<file path="src/rtl/register_issue_controller.sv">
// Issue scoreboard plus two-unit round-robin write-back arbiter in front of global_register.
// Optional: define ISSUE_STALL_COUNTER_EN to add the saturating stall_cycles_output counter.
module register_issue_controller #(
  parameter int NUM_REGS = 32,
  parameter int DESC_W   = 5,
  parameter int DATA_W   = 32
) (
  input  logic              clk,
  input  logic              rst,
  input  logic              issue_valid_input,
  output logic              issue_ready_output,
  input  logic [DESC_W-1:0] issue_src0_input,
  input  logic [DESC_W-1:0] issue_src1_input,
  input  logic [DESC_W-1:0] issue_dst_input,
  input  logic              issue_dst_valid_input,
  input  logic              wb0_valid_input,
  input  logic              wb1_valid_input,
  input  logic [DESC_W-1:0] wb0_register_input,
  input  logic [DESC_W-1:0] wb1_register_input,
  input  logic [DATA_W-1:0] wb0_result_input,
  input  logic [DATA_W-1:0] wb1_result_input,
  output logic              wb0_ready_output,
  output logic              wb1_ready_output,
  output logic [DESC_W-1:0] register_operand0_output,
  output logic [DESC_W-1:0] register_operand1_output,
  output logic              write_reserve_output,
  output logic              issue_fire_output,
  output logic              write_back_output,
  output logic [DESC_W-1:0] write_back_register_output,
  output logic [DATA_W-1:0] result_output,
  output logic [NUM_REGS-1:0] busy_mask_output,
  output logic              wb_error_output
`ifdef ISSUE_STALL_COUNTER_EN
  ,
  output logic [15:0]       stall_cycles_output
`endif
);

  logic [NUM_REGS-1:0] busy;
  logic [NUM_REGS-1:0] busy_next;
  logic                hazard;
  logic                issue_accept;
  logic                reserve_now;
  logic                rr_ptr;
  logic                grant0;
  logic                grant1;
  logic                any_grant;
  logic [DESC_W-1:0]   grant_reg;
  logic [DATA_W-1:0]   grant_result;
  logic                grant_unreserved;

  // Hazard uses only the registered mask: a register retiring this cycle still stalls.
  always_comb begin
    hazard = busy[issue_src0_input] | busy[issue_src1_input] |
             (issue_dst_valid_input & busy[issue_dst_input]);
  end

  assign issue_ready_output = ~hazard;
  assign issue_accept       = issue_valid_input & ~hazard;
  assign reserve_now        = issue_accept & issue_dst_valid_input & (issue_dst_input != '0);

  // rr_ptr = 0 prefers wb0; grants are suppressed while reset is held.
  always_comb begin
    grant0 = 1'b0;
    grant1 = 1'b0;
    if (rst) begin
      if (wb0_valid_input && wb1_valid_input) begin
        grant0 = ~rr_ptr;
        grant1 = rr_ptr;
      end else begin
        grant0 = wb0_valid_input;
        grant1 = wb1_valid_input;
      end
    end
  end

  assign wb0_ready_output = grant0;
  assign wb1_ready_output = grant1;
  assign any_grant        = grant0 | grant1;
  assign grant_reg        = grant1 ? wb1_register_input : wb0_register_input;
  assign grant_result     = grant1 ? wb1_result_input   : wb0_result_input;
  assign grant_unreserved = any_grant & (grant_reg != '0) & ~busy[grant_reg];

  // Clear is applied before set so an illegal same-edge set/clear leaves the bit reserved.
  always_comb begin
    busy_next = busy;
    if (any_grant && (grant_reg != '0)) begin
      busy_next[grant_reg] = 1'b0;
    end
    if (reserve_now) begin
      busy_next[issue_dst_input] = 1'b1;
    end
    busy_next[0] = 1'b0;
  end

  always_ff @(posedge clk or negedge rst) begin
    if (!rst) begin
      busy            <= '0;
      wb_error_output <= 1'b0;
    end else begin
      busy <= busy_next;
      if (grant_unreserved) begin
        wb_error_output <= 1'b1;
      end
    end
  end

  assign busy_mask_output = busy;

  always_ff @(posedge clk or negedge rst) begin
    if (!rst) begin
      register_operand0_output <= '0;
      register_operand1_output <= '0;
      issue_fire_output        <= 1'b0;
      write_reserve_output     <= 1'b0;
    end else begin
      issue_fire_output    <= issue_accept;
      write_reserve_output <= reserve_now;
      if (issue_accept) begin
        register_operand0_output <= issue_src0_input;
        register_operand1_output <= issue_src1_input;
      end
    end
  end

  // Whichever unit wins, the pointer hands preference to the other one.
  always_ff @(posedge clk or negedge rst) begin
    if (!rst) begin
      rr_ptr                     <= 1'b0;
      write_back_output          <= 1'b0;
      write_back_register_output <= '0;
      result_output              <= '0;
    end else begin
      write_back_output <= any_grant;
      if (any_grant) begin
        rr_ptr                     <= grant0;
        write_back_register_output <= grant_reg;
        result_output              <= grant_result;
      end
    end
  end

`ifdef ISSUE_STALL_COUNTER_EN
  logic [15:0] stall_count;

  always_ff @(posedge clk or negedge rst) begin
    if (!rst) begin
      stall_count <= '0;
    end else if (issue_valid_input && hazard && (stall_count != 16'hFFFF)) begin
      stall_count <= stall_count + 16'd1;
    end
  end

  assign stall_cycles_output = stall_count;
`endif

  a_single_grant : assert property (@(posedge clk) disable iff (!rst) !(grant0 && grant1));
  a_zero_free    : assert property (@(posedge clk) disable iff (!rst) !busy[0]);

endmodule
</file>
<file path="config.mk">
export PLATFORM = sky130hd
export DESIGN_NAME = register_issue_controller
export DESIGN_NICKNAME = d
export VERILOG_FILES = /design/src/rtl/register_issue_controller.sv
export SDC_FILE = /design/constraint.sdc
export NUM_CORES = 1
export LEC_CHECK = 0
export BUFFER_PORTS_ARGS = -buffer_cell sky130_fd_sc_hd__clkbuf_2
export CAP_MARGIN = 20
export CORE_MARGIN = 10
export CORE_UTILIZATION = 45
export CTS_CLUSTER_DIAMETER = 80
export DETAILED_ROUTE_END_ITERATION = 12
export GPL_TIMING_DRIVEN = 0
export PLACE_DENSITY_LB_ADDON = 0.15
export SLEW_MARGIN = 10
export SYNTH_ARGS = -nofsm -noshare
export SYNTH_HDL_FRONTEND = slang
export SYNTH_SLANG_ARGS = --single-unit
</file>
<file path="constraint.sdc">
create_clock -name clk -period 2.56 [get_ports clk]
set_clock_uncertainty 0.15 [all_clocks]
set_input_delay 0.128 -clock clk [delete_from_list [all_inputs] [get_ports clk]]
set_output_delay 0.128 -clock clk [all_outputs]
set_load 0.01 [all_outputs]
</file>
# Word level (Yosys, flattened, before mapping)
# Cells that the tools add are included.
op_classes:
  n_div: 0
  n_lt_le_gt_ge: 6
  n_bitwise: 15
  muxes: 20
  n_addsub: 0
  n_eq_ne: 0
  n_shift: 0
  n_mul: 0
  n_reduce_logical: 6
ops:
  columns: ["op", "n"]
  rows:
  - ["32-bit 2-to-1 mux", 3]
  - ["32-bit bitwise AND", 1]
  - ["32-bit inverter", 1]
  - ["32-bit OR", 1]
  - ["5-bit by 6-bit less-than comparator with 1-bit output (second input constant)", 4]
  - ["1-bit binary-select mux with 5-bit select", 4]
  - ["1-bit demux with 5-bit select", 2]
  - ["5-bit by 1-bit greater-or-equal comparator with 1-bit output (second input constant)", 2]
  - ["1-bit 2-to-1 mux", 10]
  - ["5-bit nonzero test", 2]
  - ["1-bit bitwise AND", 6]
  - ["5-bit 2-to-1 mux", 1]
  - ["1-bit logical AND", 4]
  - ["1-bit inverter", 3]
  - ["1-bit OR", 3]
word_totals:
  in_bits: 95
  mem_bits_rw: 0
  out_inout_bits: 86
  memories: 0
  latchBits: 0
  rom_bits: 0
  register_bits: 83

# Depth between registers and ports, before layout
# Gate-level depths: netlist (run 1).
logic_depth:
  depth_word: 13
  mapped_depth: 10
  mapped_depth_nobuf: 7

# Worst setup path before layout (run 1)
# OpenSTA, ideal clock, no wires.
synth_timing:
  path_kind: "reg2reg"
  start: "register busy[11], in the netlist busy_mask_output[11]"
  end: "register busy[25], in the netlist busy_mask_output[25]"
  arrival_ns: 2.456
  path_buffers: 1
  path_stages_with_launch: 9
  setup_slack_ns: -0.121
  t_required_ns: 2.335
  setup_time_ns: 0.075
  cell_sequence: "dfrtp_1 mux4_1 o22ai_1 o221ai_1 a211o_1 or3_1 or3_1 buf_6 o21ai_2"
synth_via:
  elab_chain_cells: 9
  word_cells_on_any_way: 14
  classes_between: "7 x mux; 7 x bitwise"
synth_lines:
  columns: ["item", "line_no", "text"]
  rows:
  - ["from (decl)", "39", "logic [NUM_REGS-1:0] busy;"]
  - ["from (signal assigned)", "101", "busy <= busy_next;"]
  - ["1-bit binary-select mux with 5-bit select (on tied branches)", "54, 55", null]
  - ["1-bit 2-to-1 mux (on tied branches)", "54, 55", null]
  - ["1-bit OR / 1-bit bitwise AND (equally long branches)", "54, 55", null]
  - ["1-bit OR (*)", "54", "hazard = busy[issue_src0_input] | busy[issue_src1_input] |"]
  - ["1-bit inverter (*)", "59", "assign issue_accept = issue_valid_input & ~hazard;"]
  - ["1-bit bitwise AND (*)", "59", null]
  - ["1-bit bitwise AND (*) (2 in series)", "60", "assign reserve_now = issue_accept & issue_dst_valid_input & (issue_dst_input != '0);"]
  - ["32-bit 2-to-1 mux (*)", "90", "if (reserve_now) begin"]
  - ["net busy_next[25]", "40", "logic [NUM_REGS-1:0] busy_next;"]
# The timed path passes the listed nets; every way through them passes the cells marked *. The select of a mux whose other input is x is not followed.
# A chain may end at the register's enable or synchronous reset.

# Worst setup path after layout (run 1)
layout_timing:
  start: "register busy[6], in the netlist busy_mask_output[6]"
  end: "register busy[25], in the netlist busy_mask_output[25]"
# The elaborated chain is that of the path after synthesis.

==> results.md, run 1 <==
* CP max stage cell: mux4_1
* Vias in the first global route at 5,411
* Gr usage total at 0.2478
* Port buffer count at ~170
* First-pass GRT wire length at 29,230 µm
* Initial antenna violation count at 0
* Synth cell types at 48
* Tmin final at 2.815 ns
* Reg2reg setup slack at -0.25 ns
* Leading area contributor after synthesis: dfrtp_1
* Max rail drop VDD at 0.2868 mV
* Slew headroom at 0.5935
* Cell Chain, Critical Path: mux4_1, o21bai_1, o221ai_2, a211o_1, or3_4, or3_1, buf_6, o21ai_2
* Layout cells sized above 1 at 0.4172
* Die Y at roughly 120 µm
* Pleak at 3.407 nW
* Clock Latency Late Sink at 0.37 ns
* Reg clk slew, reported paths at 0.09 ns
* Least-Margin Pin Slew at 0.6097 ns
* Vias per cell at 5.650
* Hold Crit Class: primary input to flop
* CP required at 2.70 ns
* Asr flop ratio synth at 1.000
* Final non-filler cell total at roughly 900
* Vias at 5,102
* P&R area growth vs syn at 53.35%
* I/O Pins at 181
* Clock Tree Root: clkbuf_8
* CTS tree: built
* Setup TNS Final at -5.282 ns
* Crit path kind: flop to flop
* CTS buffer count at 9
* Die Wd at 122.2 µm
* Ys Warns at 0
* Net Count, Synth at ~570
* CP startpoint kind: flop
* Hold Fails Final Rpt at 0
* Ant diodes at 0
* Largest net degree at the start of global routing at 52
* Synth Flop Type: dfrtp_1
* Pre-CTS setup slack at -0.8923 ns
* Crit path max-delay family: compound AO/OA/AOI/OAI gates
* Worst Setup SP: busy_mask_output[6]
* Top post-synthesis cells by area: dfrtp_1 44%, mux4_2 8.6%, o21ai_0 6.4%, nand2_1 6.3%, mux2i_1 4.7%
* Most common cell after layout, fill and taps aside: clkbuf_2
* Max Slew Vio Count at 0
* Fillers at 753
* Mapped cell area at 0.004700 mm²
* Cells after DPL at 789
* Routed wire length at 18,780 µm
* CP bufs+invs at 1
* Critical Path Fanout Max at 8
* Die area at 0.01493 mm²
* CP Capture Type: flop
* DRT iter0 DRCs at 418
* GPL Wtd Cong at 0.8692
* Sequential-to-total area share from yosys stat at 0.4420
* H-tree depth at 3
* Clock sinks at 83
* DR WL/cell at slightly above 20 µm
* Fin crit share at 1.099
* Initial Util at 0.4593
* Post-DP HPWL at 12,440 µm
* Hold Path Origin: wb1_register_input[3]
* Syn avg cell area at 9.832 µm²
* Slowest Stage Delay on Critical Path at 0.52 ns
* Final WS setup at -0.2547 ns
* EDFF count, synth at 0
* PD cells at 569.5 mW/mm²
* RSZ-0062 raised after global routing: true
* FP Rows at 37
* R2r startpoint: busy_mask_output[6]
* Maxcap violations at 0
* # DRC at 0
* Failing checks: negative setup slack
* Core Area at 0.01023 mm²
* Synth Register Bits at between 80 and 90
* Fmax achieved at roughly 0.36 GHz
* Outcome: finished, violations left
* CTS max path bufs at 2
* Post-DRT Antenna Nets at 0
* WHS at 0.002067 ns
* Number of setup violations in the final report at 41
* Cells after Synth at 478
* Final #Nets at 857
* CP arrival at ~3.0 ns
* Grt ovf at 0
* DRT Pass-1 Iters at 5
* Share of the synthesized area in the top cell type at 0.4420
* Leading cell types in the layout, fill and taps excluded: 172 x clkbuf_2, 78 x nand2_1, 74 x dlygate4sd3_1
## registers in the layout, indices dropped and copies added, names as in the netlist, 5 cells and up
| signal | flops |
|---|---|
| result_output | 32 |
| write_back_register_output | 5 |
| register_operand1_output | 5 |
| register_operand0_output | 5 |
| busy_mask_output | 31 |
## final timing paths
| kind | endpoint | depth (start not counted) |
|---|---|---|
| setup / recovery | busy_mask_output[25] | 8 |
| hold / removal | write_back_register_output[3] | 3 |
| setup reg to reg | busy_mask_output[25] | 8 |
| hold reg to reg | write_back_register_output[1] | 1 |
| max in group asynchronous | busy_mask_output[15] | 7 |
| min in group asynchronous | register_operand0_output[1] | 7 |
## per-layer routing
layer | global-route usage | share of wire | up-vias | wire (µm)
li1 | - | - | 2305 | -
met1 | 0.2893 | 0.38 | 2490 | 7055
met2 | 0.4034 | 0.49 | 265 | 9135
met3 | 0.08927 | 0.11 | 42 | 2082
met4 | 0.1082 | 0.027 | 0 | 508
met5 | 0 | 0 | - | 0
## logic make-up (layout without fill, tap and decap cells)
family          Yosys count  in the layout  synth area share
compound gates          124            124            0.1600
buf+inv                  42            331           0.04020
flops                    83             83            0.4420
mux                      61             61            0.1970
other cells               1              1         0.0007980
simple gates            167            167            0.1600
## cell usage after synthesis, types with 2 or more instances
cell type / number
a31oi_1: 32
inv_1: 12
o22ai_1: 6
or3b_2: 3
nand3_1: 10
nor2_1: 39
mux2i_1: 22
a21oi_1: 2
dfrtp_1: 83
or3_1: 4
a21o_1: 3
nor2b_1: 2
clkbuf_1: 18
mux4_2: 18
mux2_2: 16
o32ai_1: 2
o21ai_0: 60
o21ai_2: 8
buf_6: 3
buf_1: 4
nor3_1: 6
nand3b_1: 4
and3_1: 2
mux4_1: 4
nand2_1: 79
nand2b_1: 9
and2b_1: 2
buf_2: 4
nand4_1: 2
## layout make-up
| type | count | area (µm²) | area share |
|---|---|---|---|
| Multi-Input combinational cell | 353 | 2589 | 0.3592 |
| Buffer | 28 | 151.4 | 0.02101 |
| Clock inverter | 7 | 91.34 | 0.01267 |
| Clock buffer | 9 | 123.9 | 0.01719 |
| Timing Repair Buffer | 275 | 1942 | 0.2694 |
| Tap cell | 136 | 170.2 | 0.02361 |
| Inverter | 12 | 45.04 | 0.006250 |
| Sequential cell | 83 | 2095 | 0.2906 |
## report_power, final
part	total, mW	switching (mW)	internal, mW
combinational	1.32	0.665	0.659
clock	1.07	0.521	0.548
sequential	1.71	0.196	1.52
total	4.10	1.38	2.72
## worst reg2reg max path: cells and delay by family (launching register included)
kind                   cells  cell delay [ns]
muxes                      1             0.52
DFF                        1             0.46
buffers and inverters      1             0.17
and+or+nand+nor            2             0.69
AOI/OAI and AO/OA          4             0.76
## per-stage QoR
stage	util	power [mW]	area (µm²)
global route	0.7044	4.301	7207
finish	0.7044	4.105	7207
floorplan	-	2.273	4697
global placement	0.5608	2.756	5738
detailed placement	0.5638	2.794	5768
CTS	0.6870	4.027	7029
## what timing repair did
action                                  4_1_cts  5_1_grt
gates cloned                                  0        1
gates resized for setup                      44       43
setup buffers                                10        9
endpoints found under the setup margin       43       44
hold buffers                                 81        0
pin swaps                                     2        8
hold endpoints to repair                    122        0
Power figures use the tool's default switching activity.
==> run 2, diff against run 1 <==
--- a/config.mk
+++ b/config.mk
@@ -7,6 +7,7 @@
 export LEC_CHECK = 0
 export BUFFER_PORTS_ARGS = -buffer_cell sky130_fd_sc_hd__clkbuf_2
 export CAP_MARGIN = 20
+export CORE_ASPECT_RATIO = 0.8
 export CORE_MARGIN = 10
 export CORE_UTILIZATION = 45
 export CTS_CLUSTER_DIAMETER = 80
==> run 2 against run 1 <==
- the run still ends with negative setup slack left
- sequential share of layout area up 0.19 points
- clock power up 22%
- count of clock-buffer cells in the layout up 3
- core utilization down 0.70 points
- sequential cell count unchanged
- routed wire length up 0.15%
- register-to-register slack about the same
- critical endpoint is now busy_mask_output[9]
==> results.md, run 2 (synthesis results as in run 1) <==
* Outcome: finished, violations left (unchanged)
* Failing checks: negative setup slack (unchanged)
* Vias per cell at 5.705 (was 5.650)
* Seq pwr share at 0.394 (was 0.417)
* Cells after DPL at 793 (was 789)
* Largest net degree at the start of global routing at 58 (was 52)
* Vias in the first global route at 5,184 (was 5,411)
* Internal Power at 2.943 mW (was 2.723 mW)
* P_sw at 1.393 mW (was 1.381 mW)
* Clock Latency Late Sink at 0.34 ns (was 0.37 ns)
* R2r startpoint: busy_mask_output[29] (was busy_mask_output[6])
* Hold Crit Class: primary input to flop (unchanged)
* DR WL/cell at 21.02 µm (was 20.80 µm)
* Cell Chain, Critical Path: mux4_2, a22oi_2, nand4_1, a211o_1, or3_4, or3_1, buf_6, o21ai_2 (was mux4_1, o21bai_1, o221ai_2, a211o_1, or3_4, or3_1, buf_6, o21ai_2)
* Post-DRT Antenna Nets at 0 (unchanged)
* Switching share of total power at 0.3213 (was 0.3365)
* CP required at 2.67 ns (was 2.70 ns)
* Hold Path Origin: wb0_valid_input (was wb1_register_input[3])
* Slowest Stage Delay on Critical Path at 0.53 ns (was 0.52 ns)
* Max FFs per register at 32 (unchanged)
* Number of setup violations in the final report at 42 (was 41)
* Fmax achieved at 0.3565 GHz (was 0.3553 GHz)
* Initial antenna violation count at 1 (was 0)
* Clock Tree Root: clkbuf_16 (was clkbuf_8)
* Leading cell types in the layout, fill and taps excluded: 174 x clkbuf_2, 78 x nand2_1, 73 x dfrtp_1 (was 172 x clkbuf_2, 78 x nand2_1, 74 x dlygate4sd3_1)
* I/O Pins at 181 (unchanged)
* CP Capture Type: flop (unchanged)
* CTS max path bufs at 2 (unchanged)
* WHS Endpoint: rr_ptr (was write_back_register_output[3])
* CTS tree: built (unchanged)
* Initial Util at 0.4589 (was 0.4593)
* Hold Fails Final Rpt at 0 (unchanged)
* Fin crit share at 1.096 (was 1.099)
* Crit path max-delay family: simple AND/OR/NAND/NOR gates (was compound AO/OA/AOI/OAI gates)
* Maxcap violations at 0 (unchanged)
* Clock sinks at 83 (unchanged)
* Crit path kind: flop to flop (unchanged)
* PD cells at 607.1 mW/mm² (was 569.5 mW/mm²)
* R2R depth at 8 (unchanged)
* CP bufs+invs at 1 (unchanged)
* Gr usage total at 0.2421 (was 0.2478)
* Port buffer count at 174 (unchanged)
* P&R area growth vs syn at 51.97% (was 53.35%)
* Layout cells sized above 1 at 0.4138 (was 0.4172)
* Slew headroom at 0.5349 (was 0.5935)
* Vias at 5,106 (was 5,102)
* Final #Nets at 844 (was 857)
* RSZ-0062 raised after global routing: true (unchanged)
* Grt ovf at 0 (unchanged)
* Most common cell after layout, fill and taps aside: clkbuf_2 (unchanged)
* Most flops, register: result_output (unchanged)
* Die area at 0.01496 mm² (was 0.01493 mm²)
* Clk pwr share at 0.301 (was 0.260)
* FP Rows at 33 (was 37)
* H-tree depth at 3 (unchanged)
* Fillers at 823 (was 753)
* Setup TNS Final at -7.090 ns (was -5.282 ns)
* # DRC at 0 (unchanged)
* Max Slew Vio Count at 0 (unchanged)
* Logic pwr share at 0.304 (was 0.322)
* Reg2reg setup slack at -0.24 ns (was -0.25 ns)
* Die Wd at 134.3 µm (was 122.2 µm)
* WHS at 0.03465 ns (was 0.002067 ns)
* GPL Wtd Cong at 0.9818 (was 0.8692)
* CP arrival at 2.91 ns (was 2.96 ns)
* Final WS setup at -0.2450 ns (was -0.2547 ns)
* Critical Path Fanout Max at 8 (unchanged)
* DRT iter0 DRCs at 358 (was 418)
* Die Y at 111.4 µm (was 122.2 µm)
* Worst R2R End: busy_mask_output[9] (was busy_mask_output[25])
* Hold path cells at 4 (was 3)
* First-pass GRT wire length at 28,940 µm (was 29,230 µm)
* Final non-filler cell total at 895 (was 903)
* Post-DP HPWL at 12,790 µm (was 12,440 µm)
* Max rail drop VDD at 0.4097 mV (was 0.2868 mV)
* Pre-CTS setup slack at -0.6009 ns (was -0.8923 ns)
* Reg clk slew, reported paths at 0.06 ns (was 0.09 ns)
* CTS buffer count at 9 (unchanged)
* Pleak at 3.341 nW (was 3.407 nW)
* Tmin final at 2.805 ns (was 2.815 ns)
* Least-Margin Pin Slew at 0.6976 ns (was 0.6097 ns)
* CP max stage cell: mux4_2 (was mux4_1)
* Core Area at 0.01024 mm² (was 0.01023 mm²)
* DRT Pass-1 Iters at 5 (unchanged)
* CP startpoint kind: flop (unchanged)
* Routed wire length at 18,810 µm (was 18,780 µm)
## run 2: cell type report
type | instances | area, µm² | area share
Multi-Input combinational cell | 353 | 2633 | 0.3686
Sequential cell | 83 | 2090 | 0.2926
Timing Repair Buffer | 262 | 1753 | 0.2454
Clock buffer | 12 | 246.5 | 0.03451
Tap cell | 140 | 175.2 | 0.02453
Buffer | 28 | 147.6 | 0.02067
Clock inverter | 4 | 50.05 | 0.007008
Inverter | 12 | 45.04 | 0.006307
Antenna cell | 1 | 2.502 | 0.0003504
## run 2: worst max-delay path by stage
stage,cells after the start,endpoint,start,slack (ns)
detailed placement,8,wb_error_output,rst,-0.60
global placement,8,wb_error_output,rst,-2.12
global route,7,busy_mask_output[28],busy_mask_output[29],-0.30
CTS,8,busy_mask_output[29],busy_mask_output[13],-0.21
floorplan,8,register_operand0_output[0],busy_mask_output[29],-0.03
finish,8,busy_mask_output[9],busy_mask_output[29],-0.24
## run 2: metal layers
| layer | global-route usage | share of wire | vias to the layer above |
|---|---|---|---|
| met5 | 0 | 0 | - |
| li1 | - | - | 2279 |
| met3 | 0.08446 | 0.099 | 37 |
| met1 | 0.3162 | 0.41 | 2512 |
| met2 | 0.3689 | 0.47 | 278 |
| met4 | 0.07676 | 0.025 | 0 |
## run 2: power groups by stage
stage	Combinational, mW	Sequential (mW)	Clock (mW)
finish	1.32	1.71	1.31
global route	1.43	1.73	1.38
CTS	1.25	1.70	1.32
detailed placement	1.07	1.73	0
global placement	1.05	1.71	0
floorplan	0.503	1.77	0
## run 2: worst reg2reg max path, delay by kind of cell, from the launching register on
family	cells	cell delay (ns)
AO/OA/AOI/OAI	3	0.64
buffers and inverters	1	0.17
flip-flops	1	0.45
multiplexers	1	0.53
AND/OR/NAND/NOR	3	0.80
## run 2: stage by stage
step                utilization  total power, mW  area [µm²]
floorplan                     -            2.273        4697
global placement         0.5609            2.763        5743
detailed placement       0.5638            2.798        5773
CTS                      0.6807            4.264        6970
global route             0.6975            4.545        7142
finish                   0.6975            4.336        7142
## run 2: timing repair
action / CTS / global route
endpoints found under the hold margin: 62 / 0
pin swaps: 7 / 8
hold buffers: 71 / 0
endpoints found under the setup margin: 43 / 46
resized for setup: 48 / 41
gates cloned: 0 / 0
setup buffers: 8 / 8
==> run 3, diff against run 2 <==
--- a/config.mk
+++ b/config.mk
@@ -7,9 +7,8 @@
 export LEC_CHECK = 0
 export BUFFER_PORTS_ARGS = -buffer_cell sky130_fd_sc_hd__clkbuf_2
 export CAP_MARGIN = 20
-export CORE_ASPECT_RATIO = 0.8
 export CORE_MARGIN = 10
-export CORE_UTILIZATION = 45
+export CORE_UTILIZATION = 50
 export CTS_CLUSTER_DIAMETER = 80
 export DETAILED_ROUTE_END_ITERATION = 12
 export GPL_TIMING_DRIVEN = 0
==> constraint.sdc (replaced) <==
create_clock -name clk -period 2.9 [get_ports clk]
set_clock_uncertainty 0.15 [all_clocks]
set_input_delay 0.145 -clock clk [delete_from_list [all_inputs] [get_ports clk]]
set_output_delay 0.145 -clock clk [all_outputs]
set_load 0.01 [all_outputs]
==> run 3 against run 2 <==
- the run now ends clean
- critical path depth fell by 1
- final cell count fell by 3.4%
- first-iteration DRC count rose by 12%
- routed wire length fell by 2.6%
- combinational power fell by 13%
- power fell by 19%
- critical path type unchanged
- largest cell class unchanged
==> results.md, run 3 (synthesis results as in run 1) <==
* Fin crit share at 0.9812 (was 1.096)
* # DRC at 0 (unchanged)
* Max FFs per register at 32 (unchanged)
* Reg2reg setup slack at 0.05 ns (was -0.24 ns)
* Leading cell types in the layout, fill and taps excluded: 176 x clkbuf_2, 79 x nand2_1, 77 x dfrtp_1 (was 174 x clkbuf_2, 78 x nand2_1, 73 x dfrtp_1)
* CTS buffer count at 9 (unchanged)
* Layout cells sized above 1 at 0.3630 (was 0.4138)
* Hold Crit Class: primary input to flop (unchanged)
* Gr usage total at 0.2742 (was 0.2421)
* Post-DRT Antenna Nets at 0 (unchanged)
* Clock Tree Root: clkbuf_8 (was clkbuf_16)
* Fmax achieved at 0.3514 GHz (was 0.3565 GHz)
* Final Instance Area at 0.006880 mm² (was 0.007142 mm²)
* Initial antenna violation count at 1 (unchanged)
* H-tree depth at 3 (unchanged)
* Core Area at 0.009196 mm² (was 0.01024 mm²)
* Post-DP HPWL at 12,170 µm (was 12,790 µm)
* CP arrival at 2.97 ns (was 2.91 ns)
* Reg clk slew, reported paths at 0.09 ns (was 0.06 ns)
* Critical Path Fanout Max at 8 (unchanged)
* Final non-filler cell total at 865 (was 895)
* Placement Cell Area at 0.005732 mm² (was 0.005773 mm²)
* CP required at 3.02 ns (was 2.67 ns)
* Max rail drop VDD at 0.3394 mV (was 0.4097 mV)
* Clock sinks at 83 (unchanged)
* Outcome: finished clean (was finished, violations left)
* CP Capture Type: flop (unchanged)
* DR WL/cell at 21.17 µm (was 21.02 µm)
* Number of setup violations in the final report at 0 (was 42)
* Tmin final at 2.845 ns (was 2.805 ns)
* First-pass GRT wire length at 29,140 µm (was 28,940 µm)
* Initial Util at 0.5110 (was 0.4589)
* Routed wire length at 18,320 µm (was 18,810 µm)
* GPL Wtd Cong at 0.9398 (was 0.9818)
* Hold Fails Final Rpt at 0 (unchanged)
* Maxcap violations at 0 (unchanged)
* P&R area growth vs syn at 46.41% (was 51.97%)
* CTS tree: built (unchanged)
* Pleak at 3.269 nW (was 3.341 nW)
* Final #Nets at 843 (was 844)
* Largest net degree at the start of global routing at 42 (was 58)
* Max Slew Vio Count at 0 (unchanged)
* Most flops, register: result_output (unchanged)
* Port buffer count at 174 (unchanged)
* Vias at 5,141 (was 5,106)
* Vias per cell at 5.943 (was 5.705)
* Least-Margin Pin Slew at 0.7328 ns (was 0.6976 ns)
* DRT Pass-1 Iters at 7 (was 5)
* Crit path kind: flop to flop (unchanged)
* Setup TNS Final at 0 ns (was -7.090 ns)
* Die Y at 117.0 µm (was 111.4 µm)
* PD cells at 508.1 mW/mm² (was 607.1 mW/mm²)
* Cells after DPL at 764 (was 793)
* CTS max path bufs at 2 (unchanged)
* Slew headroom at 0.5098 (was 0.5349)
* Grt ovf at 0 (unchanged)
* CP startpoint kind: flop (unchanged)
* FP Rows at 35 (was 33)
* DRT iter0 DRCs at 400 (was 358)
* Die area at 0.01368 mm² (was 0.01496 mm²)
* Final Power at 3.496 mW (was 4.336 mW)
* Most common cell after layout, fill and taps aside: clkbuf_2 (unchanged)
* I/O Pins at 181 (unchanged)
* Vias in the first global route at 5,560 (was 5,184)
* Die Wd at 117.0 µm (was 134.3 µm)
* Clock Latency Late Sink at 0.35 ns (was 0.34 ns)
-- run 3: cell count changes in the layout (fill, tap and decap cells not counted), moves of 7 or more --
cell	previous run	this run
buf_4	15	8
clkbuf_8	1	11
clkbuf_16	9	0
o21ai_2	28	8
o21ai_0	38	57
-- run 3: final timing paths --
path,start,to,cells past startpoint
worst max-delay path,busy_mask_output[5],busy_mask_output[17],7
worst min-delay path,wb0_valid_input,rr_ptr,4
worst min register to register,write_back_register_output[0],write_back_register_output[0],1
min in group asynchronous,rst,register_operand1_output[4],6
worst max register to register,busy_mask_output[5],busy_mask_output[17],7
max in group asynchronous,rst,result_output[30],6
-- run 3: final cells by class --
class,instances,area [µm²]
fill,604,2316
clock inverter,5,53.80
antenna,2,5.005
sequential,83,2085
timing repair buffer,262,1826
inverter,12,45.04
tap,111,138.9
clock buffer,10,137.6
multi-input combinational,353,2461
buffer,27,128.9
-- run 3: worst max-delay path: stages (launching register included) --
cell      delay (ns)
dfrtp_2         0.46
mux4_1          0.51
o21bai_1        0.18
o221ai_1        0.12
a211o_1         0.35
or3_4           0.41
or3_4           0.45
o21ai_2         0.15
-- run 3: where the power goes --
part	internal, mW	switching [mW]	leakage, nW	total (mW)
logic	0.584	0.565	2.16	1.15
clock network	0.414	0.418	0.102	0.832
registers	1.34	0.180	1.00	1.52
total	2.33	1.16	3.27	3.50
-- run 3: per-layer routing --
layer | part of all wire | GRT usage
met1 | 0.35 | 0.2975
met2 | 0.51 | 0.4792
met3 | 0.11 | 0.09684
met4 | 0.031 | 0.1079
met5 | 0 | 0
-- run 3: through the flow --
stage                     hold WS, ns    util  setup slack, ns
after floorplan               -0.3006       -           0.2186
after global placement         0.2296  0.6208           -1.809
after detailed placement      0.07129  0.6233          -0.6601
after CTS                    0.005002  0.7449         0.003114
after global routing          0.01901  0.7479        -0.004160
final                         0.02011  0.7482          0.05463
-- run 3: repair_timing --
action                                 CTS  global route
hold buffers                            80             0
setup buffers                            6             1
endpoints found under the hold margin  121             0
setup endpoints to repair               24            54
resized for setup                        5            17
